--- config.mk ---
export PLATFORM = sky130hd
export DESIGN_NAME = lcb_word_packer
export DESIGN_NICKNAME = d
export VERILOG_FILES = /design/src/rtl/lcb_pkg.sv /design/src/rtl/bit_sync2.sv /design/src/rtl/lcb_word_packer.sv
export SDC_FILE = /design/constraint.sdc
export NUM_CORES = 1
export LEC_CHECK = 0
export CAP_MARGIN = 20
export CORE_ASPECT_RATIO = 1.4
export CORE_MARGIN = 2
export CORE_UTILIZATION = 39
export DETAILED_ROUTE_END_ITERATION = 16
export PLACE_DENSITY = 0.74
export SLEW_MARGIN = 25
export SYNTH_ARGS = -nofsm -noshare
export SYNTH_HDL_FRONTEND = slang
export SYNTH_SLANG_ARGS = --single-unit
--- constraint.sdc ---
create_clock -name clk -period 2.64 [get_ports clk]
set_clock_uncertainty 0.05 [all_clocks]
set_input_delay 0.528 -clock clk [delete_from_list [all_inputs] [get_ports clk]]
set_output_delay 0.528 -clock clk [all_outputs]
set_load 0.005 [all_outputs]
--- src/rtl/lcb_pkg.sv ---
// Shared definitions for the LCB word packer: FSM state encoding, the header
// nibble that marks the high byte of a word, and default bank/timeout sizes.
package lcb_pkg;

    typedef enum logic [1:0] {
        ST_IDLE  = 2'd0,
        ST_HIGH  = 2'd1,
        ST_WRITE = 2'd2,
        ST_FULL  = 2'd3
    } state_t;

    localparam logic [3:0]  HDR_NIBBLE  = 4'h5;
    localparam logic [10:0] WORDS_DEF   = 11'd1024;
    localparam logic [15:0] TIMEOUT_DEF = 16'd800;

    // Error counter increment that sticks at all-ones instead of wrapping.
    function automatic logic [7:0] sat_inc8(input logic [7:0] v);
        return (v == 8'hFF) ? v : v + 8'd1;
    endfunction

endpackage

--- src/rtl/bit_sync2.sv ---
// Two-flop synchronizer for a single asynchronous level into the clk domain.
module bit_sync2 (
    input  logic clk,
    input  logic rst,
    input  logic d,
    output logic q
);

    logic meta;

    // Shift the asynchronous level through two flops to settle metastability.
    always_ff @(posedge clk or negedge rst) begin
        if (!rst) begin
            meta <= 1'b0;
            q    <= 1'b0;
        end else begin
            meta <= d;
            q    <= meta;
        end
    end

endmodule

--- src/rtl/lcb_word_packer.sv ---
// Packs UART byte pairs (header nibble + low byte) into 12-bit words and
// writes them sequentially into a bank; the Orbita frame domain swaps banks
// by toggling SW, which restarts the write address.
//
// state | meaning
// IDLE  | waiting for a header byte (upper nibble 5)
// HIGH  | header nibble held, waiting for the low byte or timeout
// WRITE | one-cycle write strobe with word and address stable
// FULL  | bank holds WORDS words, bytes dropped until SW toggles
module lcb_word_packer
    import lcb_pkg::*;
#(
    parameter logic [10:0] WORDS   = WORDS_DEF,
    parameter logic [15:0] TIMEOUT = TIMEOUT_DEF
) (
    input  logic        clk,
    input  logic        rst,
    input  logic [7:0]  iData,
    input  logic        strob,
    input  logic        SW,
    output logic [11:0] orbWord,
    output logic        WE,
    output logic [10:0] WrAddr,
    output logic        full,
    output logic [7:0]  errCnt,
    output logic        test
);

    state_t      state;
    state_t      state_nxt;
    logic        sw_sync;
    logic        sw_prev;
    logic [1:0]  sync_fill;
    logic        toggle;
    logic [3:0]  hi_nib;
    logic [15:0] timer;
    logic        err_evt;
    logic        hdr_ok;
    logic        last_addr;
    logic        timed_out;

    bit_sync2 u_sw_sync (
        .clk (clk),
        .rst (rst),
        .d   (SW),
        .q   (sw_sync)
    );

    // Edge detect on the synchronized SW; sync_fill holds detection off until
    // the synchronizer has flushed its reset value, so the first real SW level
    // after reset never reads as a toggle.
    always_ff @(posedge clk or negedge rst) begin
        if (!rst) begin
            sw_prev   <= 1'b0;
            sync_fill <= 2'd0;
        end else begin
            sw_prev <= sw_sync;
            if (sync_fill != 2'd3) begin
                sync_fill <= sync_fill + 2'd1;
            end
        end
    end

    assign toggle    = (sync_fill == 2'd3) && (sw_sync != sw_prev);
    assign hdr_ok    = (iData[7:4] == HDR_NIBBLE);
    assign last_addr = (WrAddr == WORDS - 11'd1);
    assign timed_out = (timer == TIMEOUT);

    // Next-state and error-event decode; a bank toggle overrides everything
    // and silently swallows any coincident byte.
    always_comb begin
        state_nxt = state;
        err_evt   = 1'b0;
        if (toggle) begin
            state_nxt = ST_IDLE;
        end else begin
            case (state)
                ST_IDLE: begin
                    if (strob) begin
                        if (hdr_ok) state_nxt = ST_HIGH;
                        else        err_evt   = 1'b1;
                    end
                end
                ST_HIGH: begin
                    if (strob) begin
                        state_nxt = ST_WRITE;
                    end else if (timed_out) begin
                        state_nxt = ST_IDLE;
                        err_evt   = 1'b1;
                    end
                end
                ST_WRITE: state_nxt = last_addr ? ST_FULL : ST_IDLE;
                ST_FULL: begin
                    if (strob) err_evt = 1'b1;
                end
                default: state_nxt = ST_IDLE;
            endcase
        end
    end

    // State register plus the header nibble and inter-byte timer.
    always_ff @(posedge clk or negedge rst) begin
        if (!rst) begin
            state  <= ST_IDLE;
            hi_nib <= 4'h0;
            timer  <= 16'd0;
        end else begin
            state <= state_nxt;
            if (state == ST_IDLE && strob && hdr_ok) begin
                hi_nib <= iData[3:0];
                timer  <= 16'd0;
            end else if (state == ST_HIGH) begin
                timer <= timer + 16'd1;
            end
        end
    end

    // Word assembly and write address; a toggle during WRITE lets the
    // current strobe finish at the old address and then restarts at 0.
    always_ff @(posedge clk or negedge rst) begin
        if (!rst) begin
            orbWord <= 12'h000;
            WrAddr  <= 11'd0;
        end else begin
            if (state == ST_HIGH && strob && !toggle) begin
                orbWord <= {hi_nib, iData};
            end
            if (toggle) begin
                WrAddr <= 11'd0;
            end else if (state == ST_WRITE && !last_addr) begin
                WrAddr <= WrAddr + 11'd1;
            end
        end
    end

    // Saturating error counter with a pulse on every event, saturated or not.
    always_ff @(posedge clk or negedge rst) begin
        if (!rst) begin
            errCnt <= 8'h00;
            test   <= 1'b0;
        end else begin
            test <= err_evt;
            if (err_evt) begin
                errCnt <= sat_inc8(errCnt);
            end
        end
    end

    assign WE   = (state == ST_WRITE);
    assign full = (state == ST_FULL);

endmodule

==> impl_metrics.sql <==
INSERT INTO impl_metrics (metric_group, metric, value, unit) VALUES
('run_status', 'outcome', 'completed', ''),
('routing', 'route.antenna.remaining_nets', '0', ''),
('clock_network', 'cts.htree.levels', '3', ''),
('synth', 'synth_area_per_cell', '11.2', 'um^2'),
('synth', 'post_synth_inst_count', '246', ''),
('synth', 'synth_area_leader_cell', 'dfrtp_1', ''),
('floorplanning', 'fp.dieW', '75.0', 'um'),
('global_route', 'antenna_found_initial', '0', ''),
('setup_path', 'path_class', 'flip-flop to output pin', ''),
('floorplanning', 'floorplan.core_area', '0.00689', 'mm^2'),
('power', 'p_leak', '0.00155', 'uW'),
('finish', 'insertedDiodeCount', '0', ''),
('global_route', 'grt_usage', '0.154', ''),
('global_route', 'via_count_of_the_first_global_routing_pass', '1952', ''),
('synth', 'synthesis.nets', '267', ''),
('finish', 'drive_gt1_frac', '0.151', ''),
('timing', 'tightest_slew', '0.702', 'ns'),
('global_route', 'largest_net_degree_at_the_start_of_global_routing', '31', ''),
('floorplanning', 'top_level_port_count', '46', ''),
('clock_network', 'post_cts.resized_instances', '0', ''),
('synth', 'synthFlopType', 'dfrtp_1', ''),
('timing', 'final_max_slew_viol_count', '0', ''),
('finish', 'fillerInstances', '613', ''),
('clock_network', 'cts_max_path_bufs', '2', ''),
('clock_network', 'clkTransAtPathRegs', '0.06', 'ns'),
('routing', 'postRouteWirelength', '5420', 'um'),
('floorplanning', 'dieHeight', '103', 'um'),
('place', 'dpl.hpwl', '3790', 'um'),
('clock_network', 'post-cts-setup-buffers', '0', ''),
('clock_network', 'cts.hold.buffers_added', '0', ''),
('floorplanning', 'initial_utilization', '0.399', ''),
('clock_network', 'cts_buffers', '9', ''),
('floorplanning', 'core.rowCount', '36', ''),
('clock_network', 'root_buffer', 'clkbuf_8', ''),
('setup_path', 'crit_path_max_fanout', '7', ''),
('job', 'drv.max_cap_violation_count', '0', ''),
('routing', 'first_iter_violations', '108', ''),
('place', 'gp_routability_congestion', '0.761', ''),
('timing', 'timing.final.hold_violations', '0', ''),
('timing', 'final_critical_path_setup_slack', '0.258', 'ns'),
('timing', 'final_min_period_over_clock_period', '0.902', ''),
('synth', 'synth_top_area_share', '0.537', ''),
('routing', 'dr_total_vias', '1992', ''),
('place', 'dp_worst_setup_slack', '0.204', 'ns'),
('clock_network', 'tritoncts', 'built', ''),
('timing', 'final_setup_violating_endpoints', '0', ''),
('finish', 'finalNetCount', '320', ''),
('synth', 'synth_enable_flop_cells', '0', ''),
('setup_path', 'start_kind', 'flip-flop', ''),
('finish', 'finalCoreUtilization', '0.515', ''),
('timing', 'totalNegativeSetupSlack', '0', 'ns'),
('synth', 'netlist_top_cells_area', 'dfrtp_1, mux2_2, xor2_1', ''),
('setup_path', 'crit_required', '2.06', 'ns'),
('synth', 'synth-async-reset-ratio', '1.00', ''),
('routing', 'vias_per_cell', '4.99', ''),
('finish', 'area.growth.synth_to_final', '29.1', '%'),
('floorplanning', 'fp.dieArea', '0.00775', 'mm^2'),
('timing', 'max-slew-margin-rel', '0.532', ''),
('clock_network', 'clock_net_sink_count', '59', ''),
('global_route', 'wire_length_of_the_first_global_routing_pass', '9000', 'um'),
('power', 'ir_worst_vdd', '0.461', 'mV'),
('power', 'power_per_cell_area', '866', 'mW/mm^2'),
('setup_path', 'critical_path.endpoint_type', 'output pin', ''),
('place', 'port-buffer-count', '45', ''),
('timing', 'finalWorstPathRequiredPeriod', '2.38', 'ns'),
('synth', 'synth-seq-area-share', '0.537', ''),
('synth', 'synth.cell_area', '0.00275', 'mm^2'),
('timing', 'fmaxAchievable', '420', 'MHz'),
('hold_path', 'holdCritPathClass', 'primary input to asynchronous set/reset pin', ''),
('synth', 'synth.ff_latch_count', '59', ''),
('clock_network', 'insertion_delay', '0.34', 'ns'),
('routing', 'drc', '0', ''),
('global_route', 'gr-total-overflow', '0', ''),
('synth', 'yosys.cell_types.count', '38', ''),
('synth', 'yosys_warnings', '0', ''),
('place', 'numPlacedInstances', '383', ''),
('routing', 'detail_route.wl_per_cell', '13.6', 'um'),
('routing', 'drtPass1Iterations', '4', ''),
('setup_path', 'worst_ep_arrival_time', '1.80', 'ns'),
('finish', 'post_layout_nonfiller_instances', '399', ''),
('timing', 'rsz0062_at_grt', 'no', '');
worst paths after layout:
path	start	endpoint	slack (ns)	cells past startpoint
max	state[0]$_DFFE_PN0P_	WE	0.26	3
min	rst	timer[10]$_DFFE_PN0P_	0.18	1
max reg2reg	state[1]$_DFFE_PN0P_	timer[13]$_DFFE_PN0P_	0.36	7
min reg2reg	u_sw_sync.meta$_DFF_PN0_	u_sw_sync.q$_DFF_PN0_	0.31	0
max in group asynchronous	rst	sw_prev$_DFF_PN0_	1.76	2
min in group clk	u_sw_sync.meta$_DFF_PN0_	u_sw_sync.q$_DFF_PN0_	0.31	0
per-layer routing:
metal,part of all wire,track usage,up-vias
met5,0,0,-
met4,0.027,0.0838,0
met3,0.041,0.0417,13
met2,0.51,0.247,43
met1,0.42,0.185,985
li1,-,-,951
power breakdown:
part / internal [uW] / switching (uW) / leakage (uW)
Combinational: 504 / 336 / 0.000679
Sequential: 1120 / 170 / 0.000761
Clock: 582 / 360 / 0.000113
cell usage in the layout, fill, tap and decap left out, drive strengths merged, types with 3 or more instances in the layout:
master	instances
clkdlybuf4s50	44
nand2	19
o21ai	4
mux2	18
xnor2	9
or3	3
nor2	37
dfrtp	59
nor4	4
a21oi	8
ha	9
nand4	7
clkbuf	12
xor2	19
and3	7
buf	4
nand3	9
inv	5
flip-flops by register name, indices dropped and copies added (netlist names):
name            count
WrAddr             11
errCnt              8
hi_nib              4
orbWord            12
state               2
sw_prev             1
u_sw_sync.meta      1
test                1
timer              16
u_sw_sync.q         1
sync_fill           2
cell families (layout without fill, tap and decap cells):
| group | count (synthesis) | in the layout | share of synthesized area |
|---|---|---|---|
| multiplexers | 20 | 20 | 0.0809 |
| adder cells (fa/ha/maj) | 9 | 9 | 0.0409 |
| AO/OA/AOI/OAI | 19 | 19 | 0.0505 |
| AND/OR/NAND/NOR | 100 | 100 | 0.185 |
| flip-flops | 59 | 59 | 0.537 |
| XOR/XNOR | 28 | 28 | 0.0891 |
| buffers and inverters | 11 | 69 | 0.0168 |
worst max-delay path, cell delays in order, from the launching register on:
cell and delay, ns:
dfrtp_1 0.42, inv_1 0.09, ha_1 0.38, clkdlybuf4s50_1 0.58
synthesized netlist by cell type, types with 2 or more instances:
master / instances
and4bb_2: 2
xnor2_1: 9
inv_1: 5
xor2_1: 19
nor2b_1: 2
and2_1: 2
clkbuf_1: 4
nand2b_1: 2
ha_1: 9
nand2_1: 19
and3_1: 7
dfrtp_1: 59
nor4_2: 2
nand4_1: 7
or3_1: 3
mux2_2: 18
mux2i_1: 2
a21oi_1: 8
o21ai_0: 3
nor2_1: 37
nor4_1: 2
nand3_1: 9
metrics by stage:
step | total power [uW] | hold WS (ns) | cell area, um^2
after floorplan | 1740 | 0.182 | 2750
after global placement | 2130 | 0.284 | 3320
after detailed placement | 2160 | 0.294 | 3320
after CTS | 3110 | 0.203 | 3550
after global routing | 3270 | 0.249 | 3550
final | 3070 | 0.184 | 3550
final cells by class:
type,instances,area (um^2),area share
clock inverter,4,72.6,0.0204
clock buffer,12,155,0.0437
tap,95,119,0.0335
sequential,59,1480,0.416
multi-input combinational,176,1230,0.346
timing repair buffer,48,480,0.135
inverter,5,18.8,0.00529
Note: power is estimated with default switching activity, not from simulation.
